<file path="config.mk">
export PLATFORM = sky130hd
export DESIGN_NAME = gate3_sweep_ctrl
export DESIGN_NICKNAME = d
export VERILOG_FILES = /design/src/rtl/gate3_sweep_ctrl.sv
export SDC_FILE = /design/constraint.sdc
export NUM_CORES = 1
export LEC_CHECK = 0
export BUFFER_PORTS_ARGS = -buffer_cell sky130_fd_sc_hd__buf_2
export CORE_ASPECT_RATIO = 0.7
export CORE_UTILIZATION = 35
export DETAILED_ROUTE_END_ITERATION = 6
export GPL_TIMING_DRIVEN = 0
export HOLD_SLACK_MARGIN = 0.1
export MAX_ROUTING_LAYER = met4
export PLACE_DENSITY = 0.55
export SETUP_SLACK_MARGIN = 0.15
export SLEW_MARGIN = 5
export SYNTH_ARGS = -nofsm -noshare
export SYNTH_HDL_FRONTEND = slang
export SYNTH_SLANG_ARGS = --single-unit
export TNS_END_PERCENT = 5
</file>
<file path="constraint.sdc">
create_clock -name clk -period 2.15 [get_ports clk]
set_clock_uncertainty 0.2 [all_clocks]
set_input_delay 0.3225 -clock clk [delete_from_list [all_inputs] [get_ports clk]]
set_output_delay 0.3225 -clock clk [all_outputs]
set_load 0.05 [all_outputs]
</file>
<file path="src/rtl/gate3_sweep_ctrl.sv">
// Exhaustive in-circuit sweep of a 3-input gate against an AND/OR/NAND/NOR truth table.
// Latency: done pulses 2^N_INPUTS*(SETTLE_CYCLES+1)+1 cycles after start is sampled.
// Backpressure: none; start is ignored while busy or in DONE, abort cancels a running sweep.
module gate3_sweep_ctrl #(
  parameter int N_INPUTS      = 3,
  parameter int SETTLE_CYCLES = 2
) (
  input  logic                clk,
  input  logic                rst_n,
  input  logic                start,
  input  logic                abort,
  input  logic [1:0]          mode,
  output logic                i1,
  output logic                i2,
  output logic                i3,
  input  logic                o,
  output logic                busy,
  output logic                done,
  output logic                pass,
  output logic [N_INPUTS:0]   err_count,
  output logic [N_INPUTS-1:0] first_fail_vec,
  output logic                fail_seen
);

  // A one-cycle settle window still needs a 1-bit counter to keep the datapath legal.
  localparam int CW = (SETTLE_CYCLES > 1) ? $clog2(SETTLE_CYCLES) : 1;
  localparam logic [CW-1:0]       CNT_LAST = CW'(SETTLE_CYCLES - 1);
  localparam logic [N_INPUTS-1:0] VEC_LAST = '1;

  typedef enum logic [1:0] {
    IDLE   = 2'd0,
    SETTLE = 2'd1,
    CHECK  = 2'd2,
    DONE   = 2'd3
  } state_t;

  state_t              state;
  logic [N_INPUTS-1:0] vec;
  logic [CW-1:0]       cnt;
  logic [1:0]          mode_q;
  logic                exp_o;

  // Gate inputs come straight from the vector register
  assign i1 = vec[0];
  assign i2 = vec[1];
  assign i3 = vec[2];

  // Expected gate output for the vector currently driven, per the latched mode
  always_comb begin
    exp_o = 1'b0;
    case (mode_q)
      2'b00:   exp_o = &vec;
      2'b01:   exp_o = |vec;
      2'b10:   exp_o = ~&vec;
      default: exp_o = ~|vec;
    endcase
  end

  // Sweep FSM with all status outputs registered alongside the state
  always_ff @(posedge clk or negedge rst_n) begin
    if (!rst_n) begin
      state          <= IDLE;
      vec            <= '0;
      cnt            <= '0;
      mode_q         <= 2'b00;
      busy           <= 1'b0;
      done           <= 1'b0;
      pass           <= 1'b0;
      err_count      <= '0;
      first_fail_vec <= '0;
      fail_seen      <= 1'b0;
    end else begin
      done <= 1'b0;
      case (state)
        IDLE: begin
          // abort wins over a simultaneous start
          if (start && !abort) begin
            state          <= SETTLE;
            busy           <= 1'b1;
            vec            <= '0;
            cnt            <= '0;
            mode_q         <= mode;
            err_count      <= '0;
            fail_seen      <= 1'b0;
            first_fail_vec <= '0;
            pass           <= 1'b0;
          end
        end
        SETTLE: begin
          if (abort) begin
            state <= IDLE;
            busy  <= 1'b0;
            pass  <= 1'b0;
          end else if (cnt == CNT_LAST) begin
            state <= CHECK;
          end else begin
            cnt <= cnt + 1'b1;
          end
        end
        CHECK: begin
          // abort discards this cycle's comparison; partial results stay visible
          if (abort) begin
            state <= IDLE;
            busy  <= 1'b0;
            pass  <= 1'b0;
          end else begin
            if (o != exp_o) begin
              err_count <= err_count + 1'b1;
              if (!fail_seen) begin
                first_fail_vec <= vec;
                fail_seen      <= 1'b1;
              end
            end
            if (vec == VEC_LAST) begin
              state <= DONE;
              busy  <= 1'b0;
            end else begin
              vec   <= vec + 1'b1;
              cnt   <= '0;
              state <= SETTLE;
            end
          end
        end
        DONE: begin
          // err_count already includes the final vector's comparison here
          done  <= 1'b1;
          pass  <= (err_count == '0);
          state <= IDLE;
        end
        default: begin
          state <= IDLE;
          busy  <= 1'b0;
        end
      endcase
    end
  end

endmodule

</file>
# [Yosys cells after proc, flatten, opt, wreduce, memory -nomap -nowiden]
# Cells that the tools add are included.
[word_totals] out_inout_bits=14 regBits=19 inputBits=7
[classes] eq_ne=17 n_mux=35 reduce_logical=20 add_sub_neg=3
[op_table] operator="$mux W3" n=6
[op_table] operator="$ne A2 B2 Y1 const B" n=7
[op_table] operator="$mux W1" n=12
[op_table] operator="$mux W4" n=3
[op_table] operator="$pmux W1 S3" n=4
[op_table] operator="$pmux W3 S2" n=2
[op_table] operator="$reduce_and A4 Y1" n=3
[op_table] operator="$mux W2" n=5
[op_table] operator="$reduce_and A5 Y1" n=2
[op_table] operator="$pmux W2 S4" n=1
[op_table] operator="$pmux W4 S2" n=1
[op_table] operator="$eq A2 B2 Y1 const B" n=3
[op_table] operator="$ne A3 B3 Y1 const B" n=2
[op_table] operator="$reduce_and A2 Y1" n=3
[op_table] operator="$add A4 B1 Y4 const B" n=1
[op_table] operator="$eq A2 B1 Y1 const B" n=2
[op_table] operator="$logic_not A2 Y1" n=2
[op_table] operator="$logic_not A4 Y1" n=1
[op_table] operator="$add A3 B1 Y3 const B" n=1
[op_table] operator="$eq A3 B3 Y1 const B" n=1
[op_table] operator="$logic_not A1 Y1" n=3
[op_table] operator="$reduce_and A3 Y1" n=1
[op_table] operator="$reduce_bool A3 Y1" n=1
[op_table] operator="$reduce_or A3 Y1" n=1
[op_table] operator="7 further kinds" n=7

# [Logic depth before layout (Yosys ltp)]
[logic_depth] ltp_word=7 ltp_mapped=8

# [Least setup slack after synthesis]
# Ideal clock, no wire load.
[synth_path] kind="flip-flop to flip-flop" start="register vec[0]" end="register err_count[0]" period_less_slack_ps=2292 path_stages_with_launch=8 required_ps=1830 n_path_buf=1 slack_ps=-142 arrival_ps=1972 path_cell_list="dfrtp_1 -> ha_1 -> ha_1 -> buf_6 -> or2_1 -> a21oi_4 -> nor3_4 -> a31o_2"
[synth_via] elab_chain_len=6 word_cells_on_any_way=8 cone_classes="2 x eq/ne; 1 x mux; 5 x reduce/logical"
[synth_lines] element="start: declaration" line_no="38" text="logic [N_INPUTS-1:0] vec;"
[synth_lines] element="start signal: assignment" line_no="118" text="vec <= vec + 1'b1;"
[synth_lines] element="$reduce_or A3 Y1 / $reduce_and A3 Y1 (equally long branches)"
[synth_lines] element="$logic_not A1 Y1, on equally long branches" line_no="55, 54"
[synth_lines] element="$pmux W1 S3 *" line_no="51" text="case (mode_q)"
[synth_lines] element="$ne A1 B1 Y1 *" line_no="107" text="if (o != exp_o) begin"
[synth_lines] element="$ne A2 B2 Y1 (no source line) *"
[synth_lines] element="$reduce_and A4 Y1 (no source line) *"
[synth_lines] element="end signal: assignment" line_no="108" text="err_count <= err_count + 1'b1;"
[synth_lines] element="end: declaration" line_no="20" text="output logic [N_INPUTS:0] err_count,"
# Mark *: on every way between the ends. The rest lies on a longest branch, timed or not.
# A chain may end at the register's enable or synchronous reset.

# [Worst setup path in the final report]
[layout_path] start="register vec[1]" end="register err_count[1]"
# The elaborated chain is that of the path after synthesis.

==> impl_summary.log <==
[metrics] result of the run: finished clean
[metrics] async set-or-reset flop fraction in the synthesized netlist: 100.0%
[metrics] detailed-placement wirelength estimate: 2.110 mm
[metrics] gp weighted congestion: 0.8459
[metrics] Yosys Warn Count: 0
[metrics] number of flops mapped to enable cells by yosys: 0
[metrics] placed cells: 188
[metrics] initial standard-cell utilization of the core: 38.14%
[metrics] max cap viols: 0
[metrics] fraction of power spent switching nets: 46.11%
[metrics] IO buf count: 20
[metrics] internal cell power: 0.001042 W
[metrics] CTS Buf Count: 3
[metrics] Reg2Reg Setup Slack: 0.09 ns
[metrics] share of synthesized area occupied by flip-flops and latches: 38.31%
[metrics] number of antenna cells inserted: 0
[metrics] Post-Syn Instances: 121
[metrics] number of cell rows: 17
[metrics] total power per unit cell area: 1153 nW/um^2
[metrics] slowest cell delay on critical path: 0.46 ns
[metrics] class of the tightest hold or removal check: input port to flip-flop
[metrics] number of antenna violations at the first check in global routing: 0
[metrics] maximum number of pins on one net before global-route repair: 20
[metrics] violation count after the first detailed-route iteration: 69
[metrics] dominant cells by area after synthesis: sky130_fd_sc_hd__dfrtp_1 (38%), sky130_fd_sc_hd__ha_1 (9.1%), sky130_fd_sc_hd__o21ai_0 (4.0%), sky130_fd_sc_hd__a21oi_1 (3.6%), sky130_fd_sc_hd__buf_6 (3.6%)
[metrics] count of placed standard cells in the final layout, fillers left out: 210
[metrics] clock-pin slew of the registers on the worst-case setup and hold paths: 0.08 ns
[metrics] most instantiated flip-flop cell in the synthesis netlist: sky130_fd_sc_hd__dfrtp_1
[metrics] maximum clock frequency: 486.1 MHz
[metrics] Hold Crit Endpoint: state[1]$_DFFE_PN0P_
[metrics] grt total ovfl: 0
[metrics] Critical Path, Cell by Cell: ha_4 -> ha_4 -> buf_6 -> or2_4 -> a21oi_4 -> nor3_4 -> a31o_2
[metrics] Worst setup SP type: flip-flop
[metrics] type of the worst setup path: flip-flop to flip-flop
[metrics] depth of the worst register-to-register path: 7
[metrics] Routed wire per std cell: 14.16 um
[metrics] via count: 1061
[metrics] proportion of layout cells with a drive suffix above 1: 41.10%
[metrics] post-DR vias/cell: 5.052
[metrics] area fraction of the dominant cell type after synthesis: 38.31%
[metrics] hold path cells: 4
[metrics] count of final hold-check violations: 0
[metrics] sort of element at the end of the critical path: flip-flop
[metrics] slew at the pin with the worst max-slew slack: 0.4877 ns
[metrics] number of pins with negative max-slew slack in the final report: 0
[metrics] length of the first detailed-routing pass in iterations: 4
[metrics] Max VDD drop: 0.0005310 V
[metrics] Root Driver: sky130_fd_sc_hd__clkbuf_8
[metrics] number of buffer and inverter stages on the critical path: 1
[metrics] TritonCTS clock tree: built
[metrics] Die Area: 3792 um^2
[metrics] worst reg2reg startpoint: vec[1]$_DFFE_PN0P_
[metrics] leak pwr: 0.7350 nW
[metrics] number of global-route vias before repair: 995
[metrics] minimum hold slack: 0.3125 ns
[metrics] number of fill cells: 317
[metrics] top-level I/O count: 21
[metrics] average cell area after synthesis: 10.26 um^2
[metrics] Max stage delay cell, worst path: sky130_fd_sc_hd__dfrtp_2
[metrics] Reg power frac: 27.5%
[metrics] Netlist cell types: 39
[metrics] Final Routed Wirelength: 2.973 mm
[metrics] unrepaired setup endpoints after global routing: yes
[metrics] horizontal extent of the die: 73.18 um
[metrics] CTS Buffer Depth: 2
[metrics] Reg-to-Reg End: err_count[1]$_DFFE_PN0P_
[metrics] Die Span Y: 51.83 um
[metrics] Synth Net Count: 137
[metrics] total global-route track usage: 17.44%
[metrics] Post-layout nets: 180
[metrics] count of antenna-violating nets left after detailed routing: 0
[metrics] cell area after synthesis: 1241 um^2
[metrics] Slew headroom: 67.26%
[metrics] combinational fraction of design power: 59.0%
[metrics] Final setup violation count: 0
[metrics] area of the core region: 3254 um^2
[metrics] maximum level of the CTS H-tree: 1
[metrics] critical-path maximum fanout: 10
[metrics] share of the cycle needed by the critical path after routing: 95.69%
[metrics] CTS sink cnt: 19
[metrics] total power draw: 0.001934 W
[metrics] startpoint of the tightest hold check path: start
[metrics] cell family with the largest share of critical-path delay: compound AO/OA/AOI/OAI gates
[metrics] flops & latches, synth: 19
[metrics] data arrival time of the worst path: 2.02 ns
[metrics] most prevalent standard cell on the critical path: sky130_fd_sc_hd__ha_4
[metrics] shortest period the worst path allows: 2.057 ns
[metrics] core utilization of the finished layout: 51.56%
[metrics] cell taking the most area after synthesis: sky130_fd_sc_hd__dfrtp_1
[metrics] required time of the critical path: 2.11 ns
[metrics] global-route wire length before repair: 4.767 mm
[metrics] clock latency on the worst-skew pair: 0.27 ns
[metrics] synthesis-to-layout area growth: 35.18%
[metrics] DRC violations left: 0
[metrics] relative contribution of the clock network to total power: 13.4%
[metrics] Switching Power: 0.0008918 W
repair_timing:
item | in CTS | in global routing
hold buffers | 3 | 0
buffers inserted | 3 | 11
cloned | 0 | 1
endpoints found under the setup margin | 7 | 11
gates resized for setup | 3 | 13
hold endpoints to repair | 21 | 0
pin swaps | 2 | 5
state kept, by name, indices dropped and copies added (netlist names):
| signal | flops |
|---|---|
| err_count | 4 |
| first_fail_vec | 3 |
| vec | 3 |
| mode_q | 2 |
| state | 2 |
| busy | 1 |
| cnt | 1 |
| done | 1 |
| fail_seen | 1 |
| pass | 1 |
Yosys cell counts, types with 2 or more instances:
master / number
sky130_fd_sc_hd__dfrtp_1: 19
sky130_fd_sc_hd__inv_1: 10
sky130_fd_sc_hd__o21ai_0: 10
sky130_fd_sc_hd__a21oi_1: 9
sky130_fd_sc_hd__ha_1: 9
sky130_fd_sc_hd__nand2_1: 5
sky130_fd_sc_hd__nand3b_1: 5
sky130_fd_sc_hd__nor2_1: 5
sky130_fd_sc_hd__buf_6: 4
sky130_fd_sc_hd__mux2i_1: 3
sky130_fd_sc_hd__nor3_1: 3
sky130_fd_sc_hd__o2bb2ai_1: 3
sky130_fd_sc_hd__a22oi_1: 2
sky130_fd_sc_hd__a31o_2: 2
sky130_fd_sc_hd__mux2_2: 2
sky130_fd_sc_hd__nand3_1: 2
sky130_fd_sc_hd__nor2b_1: 2
sky130_fd_sc_hd__nor3_4: 2
sky130_fd_sc_hd__o211ai_1: 2
sky130_fd_sc_hd__o22ai_1: 2
sky130_fd_sc_hd__o32ai_1: 2
cell families (layout without fill, tap and decap cells):
kind of cell             Yosys count  in the layout  synth area share [%]
buffers and inverters             16             58                 7.661
AO/OA/AOI/OAI                     37             37                 20.46
AND/OR/NAND/NOR                   33             33                 18.85
adder cells (fa/ha/maj)            9              9                 9.073
XOR/XNOR                           2              2                 1.412
flip-flops                        19             19                 38.31
multiplexers                       5              5                 4.234
metal layers:
metal / up-vias / track usage [%] / share of wire, % / wire (um)
li1: 525 / - / - / -
met1: 517 / 22.44 / 51 / 1516
met2: 19 / 27.78 / 45 / 1337
met3: 0 / 5.233 / 4.0 / 119
met4: 0 / 2.614 / 0 / 0
met5: - / - / 0 / 0
power groups by stage:
stage	registers, W	logic, W	clock network [W]
global route	0.000548	0.00124	0.000277
floorplan	0.000682	0.000558	0
global placement	0.000540	0.000875	0
finish	0.000533	0.00114	0.000260
detailed placement	0.000543	0.000889	0
CTS	0.000527	0.000955	0.000262
worst max path at each step:
stage                                    start                            end  slack [ns]  cells past startpoint
after global placement    state[0]$_DFFE_PN0P_       err_count[1]$_DFFE_PN0P_        0.02                      7
final                       vec[1]$_DFFE_PN0P_       err_count[1]$_DFFE_PN0P_        0.09                      7
after CTS                   vec[1]$_DFFE_PN0P_       err_count[3]$_DFFE_PN0P_        0.12                      7
after detailed placement  state[0]$_DFFE_PN0P_       err_count[1]$_DFFE_PN0P_       -0.03                      7
after global routing      state[1]$_DFFE_PN0P_  first_fail_vec[1]$_DFFE_PN0P_       0.005                      8
after floorplan             vec[1]$_DFFE_PN0P_       err_count[0]$_DFFE_PN0P_        0.05                      7
worst reg2reg max path, delay by kind of cell (launching register included):
kind	cells	cell delay (ns)
compound gates	2	0.50
flops	1	0.46
simple gates	2	0.35
fa+ha+maj	2	0.32
buf+inv	1	0.13
metrics by stage:
| stage | setup WS, ns | setup TNS (ns) | area (um^2) |
|---|---|---|---|
| after floorplan | 0.05208 | 0 | 1271 |
| after global placement | 0.01977 | 0 | 1430 |
| after detailed placement | -0.03409 | -0.06390 | 1430 |
| after CTS | 0.1195 | 0 | 1535 |
| after global routing | 0.005445 | 0 | 1678 |
| final | 0.09271 | 0 | 1678 |
cell type report:
class	count	area (um^2)	share of cell area, %
Clock buffer	3	41.29	2.461
Tap cell	47	58.81	3.505
Timing Repair Buffer	38	240.2	14.32
Multi-Input combinational cell	86	759.5	45.26
Buffer	6	57.56	3.430
Inverter	10	37.54	2.237
Sequential cell	19	478.0	28.49
Clock inverter	1	5.005	0.2983
cells in the final DEF (no fill, tap or decap), types with 3 or more instances in the layout:
cell type	instances
sky130_fd_sc_hd__clkbuf_8	3
sky130_fd_sc_hd__ha_1	6
sky130_fd_sc_hd__nand3b_1	5
sky130_fd_sc_hd__dlygate4sd3_1	3
sky130_fd_sc_hd__buf_2	21
sky130_fd_sc_hd__o21ai_0	9
sky130_fd_sc_hd__nor2_1	3
sky130_fd_sc_hd__dfrtp_1	17
sky130_fd_sc_hd__buf_6	4
sky130_fd_sc_hd__inv_1	8
sky130_fd_sc_hd__buf_4	14
sky130_fd_sc_hd__ha_4	3
sky130_fd_sc_hd__a21oi_1	8
sky130_fd_sc_hd__nand2_1	5
Power figures use the tool's default switching activity.
